==> src/rtl/approx_add_pipe.sv <==
// Two-stage elastic approximate adder (exact / LOA / truncate per transaction) with an exact
// reference path feeding saturating on-line error statistics.
module approx_add_pipe #(
   parameter int unsigned WIDTH       = 8,
   parameter int unsigned APPROX_BITS = 3,
   parameter int unsigned STAT_W      = 32
) (
   input  logic               clk,
   input  logic               rst_n,
   input  logic               in_valid,
   output logic               in_ready,
   input  logic [WIDTH-1:0]   in_a,
   input  logic [WIDTH-1:0]   in_b,
   input  logic [1:0]         in_mode,
   output logic               out_valid,
   input  logic               out_ready,
   output logic [WIDTH:0]     out_sum,
   output logic [WIDTH:0]     out_err,
   input  logic               stat_clr,
   output logic [STAT_W-1:0]  stat_tx,
   output logic [STAT_W-1:0]  stat_errcnt,
   output logic [STAT_W-1:0]  stat_errsum
);

   localparam int unsigned SW = WIDTH + 1;
   localparam int unsigned AW = ((STAT_W > SW) ? STAT_W : SW) + 1;
   localparam logic [STAT_W-1:0] STAT_MAX = '1;

   logic              v1_q, v2_q;
   logic [WIDTH-1:0]  a1_q, b1_q;
   logic [1:0]        mode1_q;
   logic [SW-1:0]     sum2_q, err2_q;
   logic [STAT_W-1:0] stat_tx_q, stat_errcnt_q, stat_errsum_q;

   logic          adv1, adv2, out_hs;
   logic [SW-1:0] exact_sum, loa_sum, trunc_sum, approx_sum, abs_err;

   assign adv2     = !v2_q || out_ready;
   assign adv1     = !v1_q || adv2;
   assign in_ready = adv1;
   assign out_hs   = v2_q && out_ready;

   assign exact_sum = SW'(a1_q) + SW'(b1_q);

   generate
      if (APPROX_BITS == 0) begin : g_exact
         assign loa_sum   = exact_sum;
         assign trunc_sum = exact_sum;
      end else begin : g_approx
         localparam int unsigned K = APPROX_BITS;
         logic [WIDTH-1:0] a_hi, b_hi;
         logic [K-1:0]     lo_or;
         logic             cin;
         logic [SW-1:0]    hi_trunc, hi_loa;

         assign a_hi     = a1_q >> K;
         assign b_hi     = b1_q >> K;
         assign lo_or    = a1_q[K-1:0] | b1_q[K-1:0];
         // LOA speculates the carry out of the OR-ed part from its top bit pair only
         assign cin      = a1_q[K-1] & b1_q[K-1];
         assign hi_trunc = SW'(a_hi) + SW'(b_hi);
         assign hi_loa   = hi_trunc + SW'(cin);
         assign loa_sum   = (hi_loa << K) | SW'(lo_or);
         assign trunc_sum = hi_trunc << K;
      end
   endgenerate

   always_comb begin
      approx_sum = exact_sum;
      case (mode1_q)
         2'd1:    approx_sum = loa_sum;
         2'd2:    approx_sum = trunc_sum;
         default: approx_sum = exact_sum;
      endcase
      abs_err = (exact_sum >= approx_sum) ? (exact_sum - approx_sum) : (approx_sum - exact_sum);
   end

   function automatic logic [STAT_W-1:0] sat_add(input logic [STAT_W-1:0] x,
                                                 input logic [SW-1:0] y);
      logic [AW-1:0] s;
      s = AW'(x) + AW'(y);
      if (s > AW'(STAT_MAX)) return STAT_MAX;
      return s[STAT_W-1:0];
   endfunction

   always_ff @(posedge clk or negedge rst_n) begin
      if (!rst_n) begin
         v1_q    <= 1'b0;
         a1_q    <= '0;
         b1_q    <= '0;
         mode1_q <= '0;
      end else if (adv1) begin
         v1_q <= in_valid;
         if (in_valid) begin
            a1_q    <= in_a;
            b1_q    <= in_b;
            mode1_q <= in_mode;
         end
      end
   end

   always_ff @(posedge clk or negedge rst_n) begin
      if (!rst_n) begin
         v2_q   <= 1'b0;
         sum2_q <= '0;
         err2_q <= '0;
      end else if (adv2) begin
         v2_q <= v1_q;
         if (v1_q) begin
            sum2_q <= approx_sum;
            err2_q <= abs_err;
         end
      end
   end

   // Clear wins over a simultaneous handshake
   always_ff @(posedge clk or negedge rst_n) begin
      if (!rst_n) begin
         stat_tx_q     <= '0;
         stat_errcnt_q <= '0;
         stat_errsum_q <= '0;
      end else if (stat_clr) begin
         stat_tx_q     <= '0;
         stat_errcnt_q <= '0;
         stat_errsum_q <= '0;
      end else if (out_hs) begin
         stat_tx_q     <= sat_add(stat_tx_q, SW'(1));
         stat_errcnt_q <= sat_add(stat_errcnt_q, SW'(err2_q != '0));
         stat_errsum_q <= sat_add(stat_errsum_q, err2_q);
      end
   end

   assign out_valid   = v2_q;
   assign out_sum     = sum2_q;
   assign out_err     = err2_q;
   assign stat_tx     = stat_tx_q;
   assign stat_errcnt = stat_errcnt_q;
   assign stat_errsum = stat_errsum_q;

endmodule

==> config.mk <==
export PLATFORM = sky130hd
export DESIGN_NAME = approx_add_pipe
export DESIGN_NICKNAME = d
export VERILOG_FILES = /design/src/rtl/approx_add_pipe.sv
export SDC_FILE = /design/constraint.sdc
export NUM_CORES = 1
export LEC_CHECK = 0
export ABC_AREA = 1
export CAP_MARGIN = 20
export CORE_UTILIZATION = 54
export CTS_CLUSTER_SIZE = 40
export DETAILED_ROUTE_END_ITERATION = 8
export PLACE_DENSITY_LB_ADDON = 0.1
export SYNTH_ARGS = -nofsm -noshare
export SYNTH_HDL_FRONTEND = slang
export SYNTH_SLANG_ARGS = --single-unit
==> constraint.sdc <==
create_clock -name clk -period 10.4 [get_ports clk]
set_input_delay 2.08 -clock clk [delete_from_list [all_inputs] [get_ports clk]]
set_output_delay 2.08 -clock clk [all_outputs]
set_load 0.02 [all_outputs]
## After elaboration in Yosys (flattened, before gate mapping)

Index checks and enable logic that the tools add are counted.

| word-level totals | value |
|---|---|
| register bits | 134 |
| output and inout port bits | 116 |
| logic and storage cells | 59 |

| cells by class | value |
|---|---|
| add/sub/neg operators | 8 |
| order comparisons | 4 |
| equal/unequal tests | 2 |
| multiplexer cells | 23 |
| bitwise logic cells | 3 |
| reduce and logical (&&, ||, !) cells | 9 |

Operator list:

| kind | number |
|---|---|
| 2-to-1 mux 32 bit | 12 |
| > comparator 33 x 32 -> 1 bit (second input constant) | 3 |
| adder 32 x 1 -> 33 bit | 1 |
| adder 32 x 1 -> 33 bit (second input constant) | 1 |
| adder 32 x 9 -> 33 bit | 1 |
| case mux 9 bit (2 select lines) | 1 |
| subtractor 9 bit | 2 |
| adder 8 x 8 -> 9 bit | 1 |
| >= comparator 9 bit | 1 |
| 2-to-1 mux 1 bit | 9 |
| 2-to-1 mux 9 bit | 1 |
| OR 9 x 3 -> 9 bit | 1 |
| nonzero test 9 bit | 1 |
| adder 5 x 5 -> 6 bit | 1 |
| adder 6 x 1 -> 6 bit | 1 |
| AND reduction 2 bit | 2 |
| OR 3 bit | 1 |
| == test 2 x 1 -> 1 bit (second input constant) | 1 |
| == test 2 bit (second input constant) | 1 |
| logical NOT 1 bit | 2 |
| logical OR 1 bit | 2 |
| nonzero test 2 bit | 1 |
| bitwise AND 1 bit | 1 |
| logical AND 1 bit | 1 |

## Longest topological paths before layout

| depth | value |
|---|---|
| depth after elaboration | 9 |
| mapped depth | 21 |
| depth with buffers taken out | 21 |

## Worst setup path before layout

No wires, ideal clock.

| path | value |
|---|---|
| path kind | input to output |
| from | in out_ready |
| to | out in_ready |
| data arrival time | 2.333 ns |
| slack | 5.987 ns |
| stages | 2 |
| path buffers | 0 |
| cell sequence | inv_1 -> nand3_1 |

| between the ends | value |
|---|---|
| word-level cells in the longest chain between the ends | 2 |

Ends and longest elaborated chain:

| element | RTL line | source |
|---|---|---|
| from (decl) | 16 | `input logic out_ready,` |
| logical OR 1 bit | 38 | `assign adv2 = !v2_q \|\| out_ready;` |
| logical OR 1 bit | 39 | `assign adv1 = !v1_q \|\| adv2;` |
| to (decl) | 11 | `output logic in_ready,` |

Every way passes these cells.

## Worst setup path after layout

Same ends and word-level chain as after synthesis.

==> impl_results.rst <==
.. list-table::
   :header-rows: 1

   * - Metric
     - Value
   * - Hold-fix buffers at CTS
     - 0
   * - Largest fanout of any net on the critical path
     - 3
   * - Initial antenna violation count
     - 0
   * - Post-CTS setup buffer count
     - 0
   * - Pre-antenna DRT Iters
     - 6
   * - Category of cells accounting for the largest share of critical-path delay
     - buffers and inverters
   * - Via Count
     - 9,769
   * - Clock sink count
     - 134
   * - Cell total after placement
     - 1,741
   * - Setup TNS
     - 0 ns
   * - Number of top-level pins
     - 139
   * - Count of maximum capacitance violations
     - 0
   * - Clock tree from TritonCTS
     - built
   * - Clock buffers created by TritonCTS
     - 17
   * - Xor/xnor cell area share of the yosys netlist
     - 0.0470
   * - Growth of design area from synthesis to finish
     - 21.5%
   * - Number of remaining DRC errors
     - 0
   * - Slowest cell on crit path
     - clkdlybuf4s50_1
   * - Count of cell types in the netlist
     - 41
   * - Crit path buffers/inverters
     - 3
   * - Ys Warns
     - 0
   * - Post-DRT Antenna Nets
     - 0
   * - Largest stage delay, worst path
     - 0.63 ns
   * - Fraction of layout cells with a size suffix above 1
     - 0.0616
   * - Core Rows
     - 49
   * - Cell type with the highest aggregate area in the netlist
     - dfrtp_1
   * - Detail-routed via count per cell
     - 5.52
   * - Unrepaired setup endpoints after global routing
     - false
   * - Floorplan core area
     - 0.0180 mm2
   * - Number of nets in the layout
     - 1,607
   * - Critical path start-end classification
     - in2out
   * - Deepest clock path buffer count
     - 2
   * - Die extent in x
     - 137 um
   * - Data arrival at the endpoint of the critical path
     - 3.35 ns
   * - Overall die area
     - 0.0189 mm2
   * - Worst Tran Pin Value
     - 0.986 ns
   * - Final critical-path share of the clock period
     - 0.523
   * - CTS H-tree depth
     - 4
   * - Largest clock skew in the final design
     - 0.00930 ns
   * - Cell repeated most along the worst path
     - clkdlybuf4s50_1
   * - Post-Synthesis Cell Area
     - 0.00989 mm2
   * - Required time worst endpoint
     - 8.32 ns
   * - Number of instances in the synthesized netlist
     - 1,407
   * - Mux cell area share after synthesis
     - 0.0114
   * - R2R Setup Slk
     - 6.36 ns
   * - GRT overflow
     - 0
   * - Top cells by area, synth
     - dfrtp_1, nand2_1, inv_1
   * - Max-slew violations
     - 0
   * - Largest net degree at the start of global routing
     - 79
   * - Overall track demand over capacity in global routing
     - 0.298
   * - Quantity of gates resized following cts
     - 0
   * - Time the final worst path needs with I/O delays and setup
     - 5.43 ns
   * - Static leakage
     - 5.69 nW
   * - Max Fclk
     - 0.184 GHz
   * - Worst IR Drop VDD
     - 0.203 mV
   * - Kind of launch point of the worst setup path
     - primary input
   * - Sequential share of the synthesized area
     - 0.339
   * - Clock transition at the registers of the reported paths
     - 0.06 ns
   * - Post-synthesis share of cell area spent on full adders, half adders and majority gates
     - 0.0704
   * - Number of failing hold endpoints at the final stage
     - 0
   * - Final Worst Setup Slack
     - 4.97 ns
   * - Count of final setup violators
     - 0
   * - Height of the die
     - 137 um
   * - Setup slack at placement
     - 4.98 ns
   * - Compound-cell area share of the yosys netlist
     - 0.120
   * - Average size of a mapped cell
     - 7.03 um2
   * - Flip-flop and latch count after synthesis
     - 134
   * - Synth Net Count
     - 1,482
   * - Wire length per cell
     - 15.1 um
   * - Placed wire-length estimate after detailed placement
     - 19.2 mm
   * - Run status
     - finished clean
   * - Source-to-sink clock delay at the later pin of the worst-skew pair
     - 0.42 ns
   * - Worst hold path class
     - reg2reg
   * - Wire length of the first global-routing pass
     - 44.1 mm
   * - Final GP Congestion
     - 0.917
   * - Cell at the root of the clock tree
     - clkbuf_16
   * - Simple logic cell fraction of the synthesized area
     - 0.329
   * - Number of global-route vias before repair
     - 9,275
   * - Ordered cell list for the critical path
     - clkdlybuf4s50_1, inv_1, nand3_1, clkdlybuf4s50_1
   * - Initial DRC Count
     - 696
   * - Non-filler cells, final
     - 1,771
   * - Input/output buffers
     - 138
   * - Main combinational cell family by area after synthesis
     - simple AND/OR/NAND/NOR gates
   * - Routed WL
     - 26.7 mm
   * - Endpoint type of the worst setup path
     - output port
   * - Relative slew slack
     - 0.342
   * - Fraction of synthesized cell area taken by the top area cell type
     - 0.339
   * - Initial Utilization
     - 0.550
   * - PD cells
     - 193 mW/mm2
   * - Antenna Diode Count
     - 0
-- tightest hold or removal path: stages (launching register included) --
cell	delay (ns)
dfrtp_1	0.34
nand2_1	0.05
o21ai_0	0.06
-- path summary, 6_finish.rpt --
kind                             from               to  depth (start not counted)
min in group asynchronous       rst_n  stat_errcnt[18]                          1
setup / recovery            out_ready         in_ready                          4
max in group asynchronous       rst_n       out_err[1]                          2
hold / removal             out_sum[1]       out_sum[1]                          2
setup reg to reg              a1_q[3]       out_err[1]                         20
hold reg to reg            out_sum[1]       out_sum[1]                          2
-- layout make-up --
type | count | area, um2
clock inverter | 4 | 70.1
inverter | 168 | 631
sequential | 134 | 3350
tap | 229 | 287
multi-input combinational | 1066 | 5730
timing repair buffer | 145 | 1440
fill | 1629 | 5960
clock buffer | 25 | 495
-- power by group --
part | switching (mW) | leakage, nW | internal [mW]
clock network | 0.220 | 0.279 | 0.374
logic | 0.657 | 3.64 | 0.425
registers | 0.0647 | 1.78 | 0.583
total | 0.941 | 5.69 | 1.38
-- registers in the layout, indices dropped and copies added, names as in the netlist --
register and count:
stat_errcnt 32, stat_errsum 32, stat_tx 32, out_err 9, out_sum 9, a1_q 8, b1_q 8, mode1_q 2
out_valid 1, v1_q 1
-- cells in the final DEF, fill, tap and decap left out, drive strengths merged, types with 3 or more instances in the layout --
master and n:
nor4 11, a21oi 51, nand2 424, fa 6, nand4 26, or2 5, clkinv 3, o221ai 5
dfrtp 134, a31oi 12, nor3 32, clkdlybuf4s50 137, o22ai 11, mux2 10, a22o 4, inv 167
ha 46, xnor2 9, buf 8, nand3 98, xor2 44, o21bai 4, nor2 139, a21o 12
o211ai 4, clkbuf 25, o31ai 3, o21ai 102
-- metrics by stage --
| stage | area, um2 | utilization | power (mW) | hold WS (ns) |
|---|---|---|---|---|
| CTS | 12000 | 0.668 | 2.33 | 0.486 |
| global route | 12000 | 0.668 | 2.49 | 0.511 |
| global placement | 11400 | 0.636 | 1.71 | 0.464 |
| detailed placement | 11400 | 0.636 | 1.72 | 0.472 |
| finish | 12000 | 0.668 | 2.32 | 0.484 |
| floorplan | 9890 | - | 1.41 | 0.484 |
-- synth_stat cells --
cell type and number:
a21oi_1 51, nor4_1 11, nor3b_1 1, buf_4 1
nand3_2 30, nand3b_1 2, mux2_2 10, a21o_1 12
inv_1 165, inv_2 2, clkbuf_1 28, a31oi_1 12
o21ai_0 102, clkinv_1 1, nor2_4 2, a22o_1 4
fa_1 6, a221oi_1 1, nor4b_1 1, nor2_2 6
ha_1 46, or2_2 5, nand4_1 26, and2_1 1
o31ai_1 3, nor3_1 32, dfrtp_1 134, buf_6 4
xnor2_1 9, o221ai_1 5, nand2_2 5, nand3_1 68
nand2_1 419, xor2_1 44, o22ai_1 11, o21a_1 1
o21bai_1 4, nor2_1 131, a211oi_1 1, buf_2 6
o211ai_1 4
-- per-layer routing --
layer	wire length (um)	GRT usage	share of wire
met5	0	0	0
met4	521	0.0971	0.019
met3	1480	0.0519	0.055
met2	12800	0.501	0.48
met1	12000	0.387	0.45
-- cell families (layout without fill, tap and decap cells) --
family	Yosys count	in the layout
buf+inv	207	342
simple gates	740	740
flops	134	134
xor+xnor	53	53
mux	10	10
fa+ha+maj	52	52
compound gates	211	211
Power figures use the tool's default switching activity.
